===== src/rtl/unidad_fetch_if.sv =====
// Instruction-fetch bus bundle: memory read channel plus
// the valid/ready hand-off of the fetched word to the datapath.
interface unidad_fetch_if;
  logic        mem_req;
  logic [31:0] mem_addr;
  logic        mem_ack;
  logic [31:0] mem_data;
  logic [31:0] instruccion;
  logic        inst_valid;
  logic        inst_ready;

  modport master (
    output mem_req,
    output mem_addr,
    input  mem_ack,
    input  mem_data,
    output instruccion,
    output inst_valid,
    input  inst_ready
  );

  modport slave (
    input  mem_req,
    input  mem_addr,
    output mem_ack,
    output mem_data,
    input  instruccion,
    input  inst_valid,
    output inst_ready
  );
endinterface


===== src/rtl/unidad_fetch.sv =====
// Fetch unit: IDLE/REQ/HOLD sequencer that reads one word at pc,
// hands it to the datapath and advances pc on acceptance.
module unidad_fetch #(
  parameter logic [31:0] RESET_PC = 32'h0000_0000,
  parameter int          CNT_W    = 16
) (
  input  logic             clk,
  input  logic             rst,
  input  logic             start,
  input  logic             halt,
  unidad_fetch_if.master   bus,
  output logic [31:0]      pc,
  output logic [CNT_W-1:0] contador,
  output logic             busy
);

  typedef enum logic [1:0] {
    IDLE,
    REQ,
    HOLD
  } estado_t;

  estado_t     estado;
  estado_t     estado_n;
  logic [29:0] pc_w;
  logic [31:0] inst_q;
  logic        valid_q;
  logic        captura;
  logic        acepta;

  always_comb begin
    estado_n = estado;
    captura  = 1'b0;
    acepta   = 1'b0;
    unique case (estado)
      IDLE: begin
        if (start && !halt)
          estado_n = REQ;
      end
      REQ: begin
        if (bus.mem_ack) begin
          captura  = 1'b1;
          estado_n = HOLD;
        end
      end
      HOLD: begin
        if (valid_q && bus.inst_ready) begin
          acepta   = 1'b1;
          estado_n = halt ? IDLE : REQ;
        end
      end
      default: estado_n = IDLE;
    endcase
  end

  always_ff @(posedge clk or posedge rst) begin
    if (rst)
      estado <= IDLE;
    else
      estado <= estado_n;
  end

  // pc is kept as a word index so its low two bits are zero by construction
  always_ff @(posedge clk or posedge rst) begin
    if (rst) begin
      pc_w     <= RESET_PC[31:2];
      inst_q   <= '0;
      valid_q  <= 1'b0;
      contador <= '0;
    end else begin
      if (captura) begin
        inst_q  <= bus.mem_data;
        valid_q <= 1'b1;
      end
      if (acepta) begin
        valid_q <= 1'b0;
        pc_w    <= pc_w + 30'd1;
        if (contador != {CNT_W{1'b1}})
          contador <= contador + 1'b1;
      end
    end
  end

  assign pc              = {pc_w, 2'b00};
  assign bus.mem_req     = (estado == REQ);
  assign bus.mem_addr    = pc;
  assign bus.instruccion = inst_q;
  assign bus.inst_valid  = valid_q;
  assign busy            = (estado != IDLE);

endmodule


===== src/flat_wrapper.sv =====
// flat-port wrapper written by rule: the top's interface ports become plain ports
module unidad_fetch_flat 
#(
  parameter logic [31:0] RESET_PC = 32'h0000_0000,
  parameter int          CNT_W    = 16
)
  (clk, rst, start, halt, pc, contador, busy, bus_mem_req, bus_mem_addr, bus_mem_ack, bus_mem_data, bus_instruccion, bus_inst_valid, bus_inst_ready);
  unidad_fetch_if bus_i ();
  input  logic clk;
  input  logic rst;
  input  logic start;
  input  logic halt;
  output logic [31:0] pc;
  output logic [CNT_W-1:0] contador;
  output logic busy;
  output wire logic [$bits(bus_i.mem_req)-1:0] bus_mem_req;
  output wire logic [$bits(bus_i.mem_addr)-1:0] bus_mem_addr;
  input wire logic [$bits(bus_i.mem_ack)-1:0] bus_mem_ack;
  input wire logic [$bits(bus_i.mem_data)-1:0] bus_mem_data;
  output wire logic [$bits(bus_i.instruccion)-1:0] bus_instruccion;
  output wire logic [$bits(bus_i.inst_valid)-1:0] bus_inst_valid;
  input wire logic [$bits(bus_i.inst_ready)-1:0] bus_inst_ready;
  assign bus_mem_req = bus_i.mem_req;
  assign bus_mem_addr = bus_i.mem_addr;
  assign bus_i.mem_ack = bus_mem_ack;
  assign bus_i.mem_data = bus_mem_data;
  assign bus_instruccion = bus_i.instruccion;
  assign bus_inst_valid = bus_i.inst_valid;
  assign bus_i.inst_ready = bus_inst_ready;
  unidad_fetch #(.RESET_PC(RESET_PC), .CNT_W(CNT_W)) u_core (.clk(clk), .rst(rst), .start(start), .halt(halt), .bus(bus_i), .pc(pc), .contador(contador), .busy(busy));
endmodule

===== config.mk =====
export PLATFORM = sky130hd
export DESIGN_NAME = unidad_fetch_flat
export DESIGN_NICKNAME = d
export VERILOG_FILES = /design/src/rtl/unidad_fetch_if.sv /design/src/rtl/unidad_fetch.sv /design/src/flat_wrapper.sv
export SDC_FILE = /design/constraint.sdc
export NUM_CORES = 1
export LEC_CHECK = 0
export CAP_MARGIN = 5
export CORE_MARGIN = 3
export CORE_UTILIZATION = 46
export DETAILED_ROUTE_END_ITERATION = 12
export PLACE_DENSITY_LB_ADDON = 0.1
export SLEW_MARGIN = 20
export SYNTH_ARGS = -nofsm -noshare
export SYNTH_HDL_FRONTEND = slang
export SYNTH_SLANG_ARGS = --single-unit

===== constraint.sdc =====
create_clock -name clk -period 4.5 [get_ports clk]
set_input_delay 0.675 -clock clk [delete_from_list [all_inputs] [get_ports clk]]
set_output_delay 0.675 -clock clk [all_outputs]
set_load 0.01 [all_outputs]

==> results_dict.tcl, run 1 <==
set metrics [dict create \
    power_density_nw_per_um2 460 \
    finalSetupTns_ns 0 \
    final_util_pct 67.8 \
    drt_iter0_drc 78 \
    start_util_pct 47.8 \
    cts_tree "yes" \
    max_cap_viol_count 0 \
    synth_edf_count 0 \
    layout-drive-gt1-share_pct 13.7 \
    rows 32 \
    hold_buffers 0 \
    end_kind "register" \
    power_frac_seq_pct 43.1 \
    slew_violations 0 \
    yosysTopAreaCell "dfrtp_1" \
    cts_setup_buffers 0 \
    dr.pass1.iters 4 \
    drc 0 \
    leakagePower_nw 2.25 \
    grt_max_degree 61 \
    cts_root_buffer "clkbuf_8" \
    status "finished, final reports clean" \
    path_max_fanout 15 \
    grt_usage_pct 18.2 \
    synth.avg_cell_area_um2 12.3 \
    cts_inserted_buffers 9 \
    place_area_um2 5070 \
    crit_type "in -> reg" \
    dp_hpwl_mm 6.04 \
    clk_pin_slew_ns 0.08 \
    p_comb_share_pct 35.4 \
    cp-start-kind "primary input" \
    yosysMostFrequentCell "dfrtp_1" \
    route.final.wire_length_mm 8.09 \
    synth_common_cells "dfrtp_1, buf_4, mux2_2" \
    n_fill_cell 595 \
    vias 2654 \
    switching_share_pct 28.9 \
    grt_pass1_wl_mm 13.0 \
    cts-htree-levels 3 \
    diodes 0 \
    grt_pass1_vias 2636 \
    cell_internal_pwr_w 0.00172 \
    routed_via_density 4.98 \
    fin_crit_sh_pct 59.5 \
    overflow 0 \
    synth_top_area_share_pct 54.6 \
    period_needed_ns 2.68 \
    routedWlPerCell_um 15.2 \
    vdd_drop_max_mv 0.385 \
    max_freq_mhz 374 \
    max_slew.worst_pin.slew_ns 1.03 \
    die_h_um 95.9 \
    hold_class "reg -> reg" \
    dieArea_um2 9190 \
    syn_to_final_growth_pct 41.8 \
    ant_nets 0 \
    portBuffers 148 \
    synth_seq_cells 81 \
    cp-startpoint "bus_inst_ready" \
    synth-async-reset-ratio_pct 100 \
    ios 153 \
    synth_area_leaders "dfrtp_1, mux2_2, xnor2_1, buf_4, xor2_1" \
    crit_end "u_core.pc_w[17]$_DFFE_PP0P_" \
    core_um2 7770 \
    hold_viol 0 \
    yosys_warnings 0 \
    reg2reg_depth 4 \
    r2r-start "u_core.estado[0]$_DFFE_PP0P_" \
    antenna_found_initial 0 \
    r2r_setup_slack_ns 2.19 \
    synth_flop_cell "dfrtp_1" \
    gp_congestion 0.765 \
    synthCells 303 \
    relSlewSlack_pct 30.7 \
    required_ns 4.72 \
    r2r_end "u_core.pc_w[17]$_DFFE_PP0P_" \
    clockBufferDepth 2 \
    cts.sinks 81 \
    final_area_um2 5270 \
    fin_skew_ns 0.00650 \
    switching_power_w 0.000700 \
    insertion_delay_ns 0.34 \
    setup_viol 0 \
    rsz0062_at_grt "false" \
    yosysSeqAreaShare_pct 54.6 \
    clockPowerShare_pct 21.5 \
    yosys.cell_types.count 36 \
    fp.dieW_um 95.9 \
    p_total_w 0.00242 \
    crit_arrival_ns 2.89 \
    nNetsFinal 466 \
    cts_resized 0 \
    synth_area_um2 3710 \
]
-- cells by family (layout without fill, tap and decap cells) --
logic type	after synthesis	count (layout)	synth area share, %
compound gates	12	12	2.12
xor+xnor	42	42	9.90
fa+ha+maj	2	2	0.674
buf+inv	45	170	8.15
flops	81	81	54.6
mux	33	33	10.0
other cells	1	4	0.101
simple gates	87	87	14.5
-- power groups by stage --
stage	clock, W	sequential, W	combinational (W)
floorplan	0	0.00112	0.000309
global placement	0	0.00105	0.000858
detailed placement	0	0.00106	0.000868
CTS	0.000536	0.00105	0.000872
global route	0.000575	0.00108	0.000927
finish	0.000519	0.00104	0.000857
-- cells in the final DEF (no fill, tap or decap), types with 2 or more instances in the layout --
cell type	instances
nor2b_1	2
ha_1	2
conb_1	4
and2_1	3
nand3_1	14
or2_2	2
inv_1	3
a2111oi_0	2
buf_4	2
and4_1	7
a21oi_1	5
clkbuf_8	10
xnor2_1	30
a211oi_1	2
dfrtp_1	81
nand4_1	13
nand2_1	20
xor2_1	12
nand3b_1	2
and3_1	5
nor2_1	8
mux2_2	33
nor4_4	2
clkinv_2	4
clkdlybuf4s50_1	148
-- worst min-delay path by stage --
stage / start / end / slack (ns) / depth (start not counted)
after floorplan: u_core.contador[15]$_DFFE_PP0P_ / u_core.contador[15]$_DFFE_PP0P_ / 0.52 / 1
after global placement: u_core.bus.instruccion[6]$_DFFE_PP0P_ / u_core.bus.instruccion[6]$_DFFE_PP0P_ / 0.49 / 1
after detailed placement: u_core.pc_w[29]$_DFFE_PP0P_ / u_core.pc_w[29]$_DFFE_PP0P_ / 0.49 / 1
after CTS: u_core.pc_w[29]$_DFFE_PP0P_ / u_core.pc_w[29]$_DFFE_PP0P_ / 0.51 / 1
after global routing: u_core.bus.instruccion[11]$_DFFE_PP0P_ / u_core.bus.instruccion[11]$_DFFE_PP0P_ / 0.52 / 1
final: u_core.pc_w[29]$_DFFE_PP0P_ / u_core.pc_w[29]$_DFFE_PP0P_ / 0.49 / 1
-- critical path: stages --
cell and delay [ns]:
clkdlybuf4s50_1 0.55, nand4b_4 0.28, nor4_2 0.98, nand3_1 0.21, xnor2_1 0.19
-- per-stage QoR --
stage | worst slack, ns | std cells | hold slack [ns]
finish | 1.82 | 533 | 0.493
global placement | 1.53 | 517 | 0.486
floorplan | 1.74 | 306 | 0.525
CTS | 1.81 | 533 | 0.505
detailed placement | 1.45 | 517 | 0.490
global route | 1.67 | 533 | 0.525
-- state kept, by name (all words and copies together), names as in the netlist --
name / count
u_core.bus.instruccion: 32
u_core.bus.inst_valid: 1
u_core.pc_w: 30
u_core.contador: 16
u_core.estado: 2
-- area by class of cell --
type | instances | area, µm² | area share, %
Clock buffer | 10 | 138 | 2.61
Clock inverter | 6 | 57.6 | 1.09
Inverter | 4 | 17.5 | 0.333
Multi-Input combinational cell | 180 | 1400 | 26.6
Sequential cell | 81 | 2030 | 38.5
Tap cell | 102 | 128 | 2.42
Timing Repair Buffer | 150 | 1500 | 28.4
-- layer usage --
metal	part of all wire (%)	global-route usage, %	vias to the layer above
met5	0	0	-
met4	0.70	5.33	0
met3	10	7.97	4
met2	47	27.9	98
met1	41	23.3	1290
li1	-	-	1262
(Power assumes the default switching activity.)
==> run 2, diff against run 1 <==
--- a/config.mk
+++ b/config.mk
@@ -7,7 +7,7 @@
 export LEC_CHECK = 0
 export CAP_MARGIN = 5
 export CORE_MARGIN = 3
-export CORE_UTILIZATION = 46
+export CORE_UTILIZATION = 39
 export DETAILED_ROUTE_END_ITERATION = 12
 export PLACE_DENSITY_LB_ADDON = 0.1
 export SLEW_MARGIN = 20
==> constraint.sdc (replaced) <==
create_clock -name clk -period 2.3 [get_ports clk]
set_input_delay 0.345 -clock clk [delete_from_list [all_inputs] [get_ports clk]]
set_output_delay 0.345 -clock clk [all_outputs]
set_load 0.01 [all_outputs]
==> run 2 against run 1 <==
Against the previous run:
- hold slack worse by 0.0054 ns
- cell count rose by 4.9%
- setup slack lost 1.5 ns
- critical path depth unchanged
- global-route usage down 2.5 points
- utilization down 8.0 points
- combinational power up 98%
- cell area grew 2.0%
- total power rose by 100%
- sequential share of layout area shrank 0.75 points
- critical endpoint is now u_core.contador[1]$_DFFE_PP0P_
==> results_dict.tcl, run 2 (synthesized netlist as in run 1, its figures left out) <==
set metrics [dict create \
    r2r-start "u_core.contador[0]$_DFFE_PP0P_" \
    setup_viol 0 \
    syn_to_final_growth_pct 44.6 \
    insertion_delay_ns 0.34 \
    grt_pass1_wl_mm 13.7 \
    cts_inserted_buffers 9 \
    clockBufferDepth 2 \
    fin_skew_ns 0.0105 \
    vias 2701 \
    max_cap_viol_count 0 \
    cp-start-kind "register" \
    final_area_um2 5370 \
    status "finished, final reports clean" \
    relSlewSlack_pct 61.5 \
    grt_max_degree 46 \
    multiInputGateArea_um2 1400 \
    final_common_cell "clkdlybuf4s50_1" \
    period_needed_ns 1.98 \
    layout-drive-gt1-share_pct 14.1 \
    max_slew.worst_pin.slew_ns 0.574 \
    regArea_um2 2030 \
    portBuffers 148 \
    hold_buffers 0 \
    nNetsFinal 471 \
    power_density_nw_per_um2 916 \
    cts_root_buffer "clkbuf_8" \
    rows 34 \
    hold_class "in -> async" \
    ios 153 \
    rsz0062_at_grt "false" \
    start_util_pct 41.4 \
    clk_pin_slew_ns 0.08 \
    required_ns 2.53 \
    cts.sinks 81 \
    slew_violations 0 \
    max_freq_mhz 505 \
    r2r_setup_slack_ns 0.32 \
    cts_resized 0 \
    drc 0 \
    routedWlPerCell_um 14.8 \
    n_fill_cell 777 \
    dp_hpwl_mm 6.20 \
    drt_iter0_drc 48 \
    gp_congestion 0.748 \
    path_max_fanout 10 \
    mostFrequentLayoutCells "clkdlybuf4s50_1, dfrtp_1, mux2_2, xnor2_1, nand2_1" \
    finalSetupTns_ns 0 \
    dieArea_um2 10700 \
    grt_usage_pct 15.6 \
    cts_setup_buffers 0 \
    routed_via_density 4.83 \
    fp.dieW_um 104 \
    dr.pass1.iters 4 \
    diodes 0 \
    leakagePower_nw 2.29 \
    crit_type "reg -> reg" \
    fin_crit_sh_pct 86.1 \
    grt_pass1_vias 2745 \
    core_um2 8980 \
    antenna_found_initial 0 \
    overflow 0 \
    vdd_drop_max_mv 0.523 \
    place_area_um2 5150 \
    ant_nets 0 \
    cts-htree-levels 3 \
    end_kind "register" \
    reg2reg_depth 5 \
    route.final.wire_length_mm 8.29 \
    hold_viol 0 \
    largest_reg_flops 32 \
    cp-startpoint "u_core.contador[0]$_DFFE_PP0P_" \
    crit_arrival_ns 2.21 \
    die_h_um 104 \
    cts_tree "yes" \
]
run 2: cell types whose count changed in the layout (fill, tap and decap cells not counted), sizes merged:
cell,change
clkbuf,-1
inv,-1
buf,+5
clkinv,-3
bufinv,+2
run 2: worst paths after layout:
path	endpoint
worst max-delay path	u_core.contador[1]$_DFFE_PP0P_
worst min-delay path	u_core.bus.instruccion[25]$_DFFE_PP0P_
worst min register to register	u_core.pc_w[29]$_DFFE_PP0P_
min in group clk	u_core.pc_w[29]$_DFFE_PP0P_
worst max register to register	u_core.contador[1]$_DFFE_PP0P_
max in group asynchronous	u_core.pc_w[27]$_DFFE_PP0P_
run 2: critical path: stages (launching register included):
cell and delay [ns]:
dfrtp_1 0.41, ha_1 0.27, nand2_1 0.11, nor3_2 0.52, a21oi_1 0.25, mux2_2 0.32
run 2: power by group:
group / switching [W] / total, W / internal, W
registers: 0.000249 / 0.00203 / 0.00179
logic: 0.000630 / 0.00170 / 0.00107
clock network: 0.000482 / 0.00118 / 0.000702
run 2: routing by layer:
layer / up-vias / global-route usage, % / part of all wire, %
met3: 11 / 7.96 / 12
li1: 1265 / - / -
met5: - / 0 / 0
met2: 113 / 24.1 / 45
met4: 0 / 5.41 / 1.3
met1: 1312 / 19.0 / 42
run 2: metrics by stage:
| step | instances | util (%) | power (W) | hold slack [ns] | worst slack, ns |
|---|---|---|---|---|---|
| after floorplan | 306 | - | 0.00280 | 0.456 | 0.609 |
| after global placement | 546 | 57.4 | 0.00376 | 0.484 | 0.168 |
| after detailed placement | 546 | 57.4 | 0.00379 | 0.491 | 0.132 |
| after CTS | 559 | 59.8 | 0.00499 | 0.490 | 0.317 |
| after global routing | 559 | 59.8 | 0.00521 | 0.530 | 0.183 |
| final | 559 | 59.8 | 0.00492 | 0.487 | 0.319 |
run 2: final cells by class:
| class | instances | share of cell area (%) |
|---|---|---|
| tap | 126 | 2.94 |
| inverter | 4 | 0.349 |
| clock buffer | 9 | 2.31 |
| sequential | 81 | 37.7 |
| timing repair buffer | 155 | 28.8 |
| clock inverter | 4 | 1.77 |
| multi-input combinational | 180 | 26.1 |
==> run 3, diff against run 2 <==
--- a/config.mk
+++ b/config.mk
@@ -10,6 +10,7 @@
 export CORE_UTILIZATION = 39
 export DETAILED_ROUTE_END_ITERATION = 12
 export PLACE_DENSITY_LB_ADDON = 0.1
+export SKIP_CTS_REPAIR_TIMING = 1
 export SLEW_MARGIN = 20
 export SYNTH_ARGS = -nofsm -noshare
 export SYNTH_HDL_FRONTEND = slang
==> results of run 3 <==
Same layout as run 2: the final DEF is identical, and so are final timing and power.
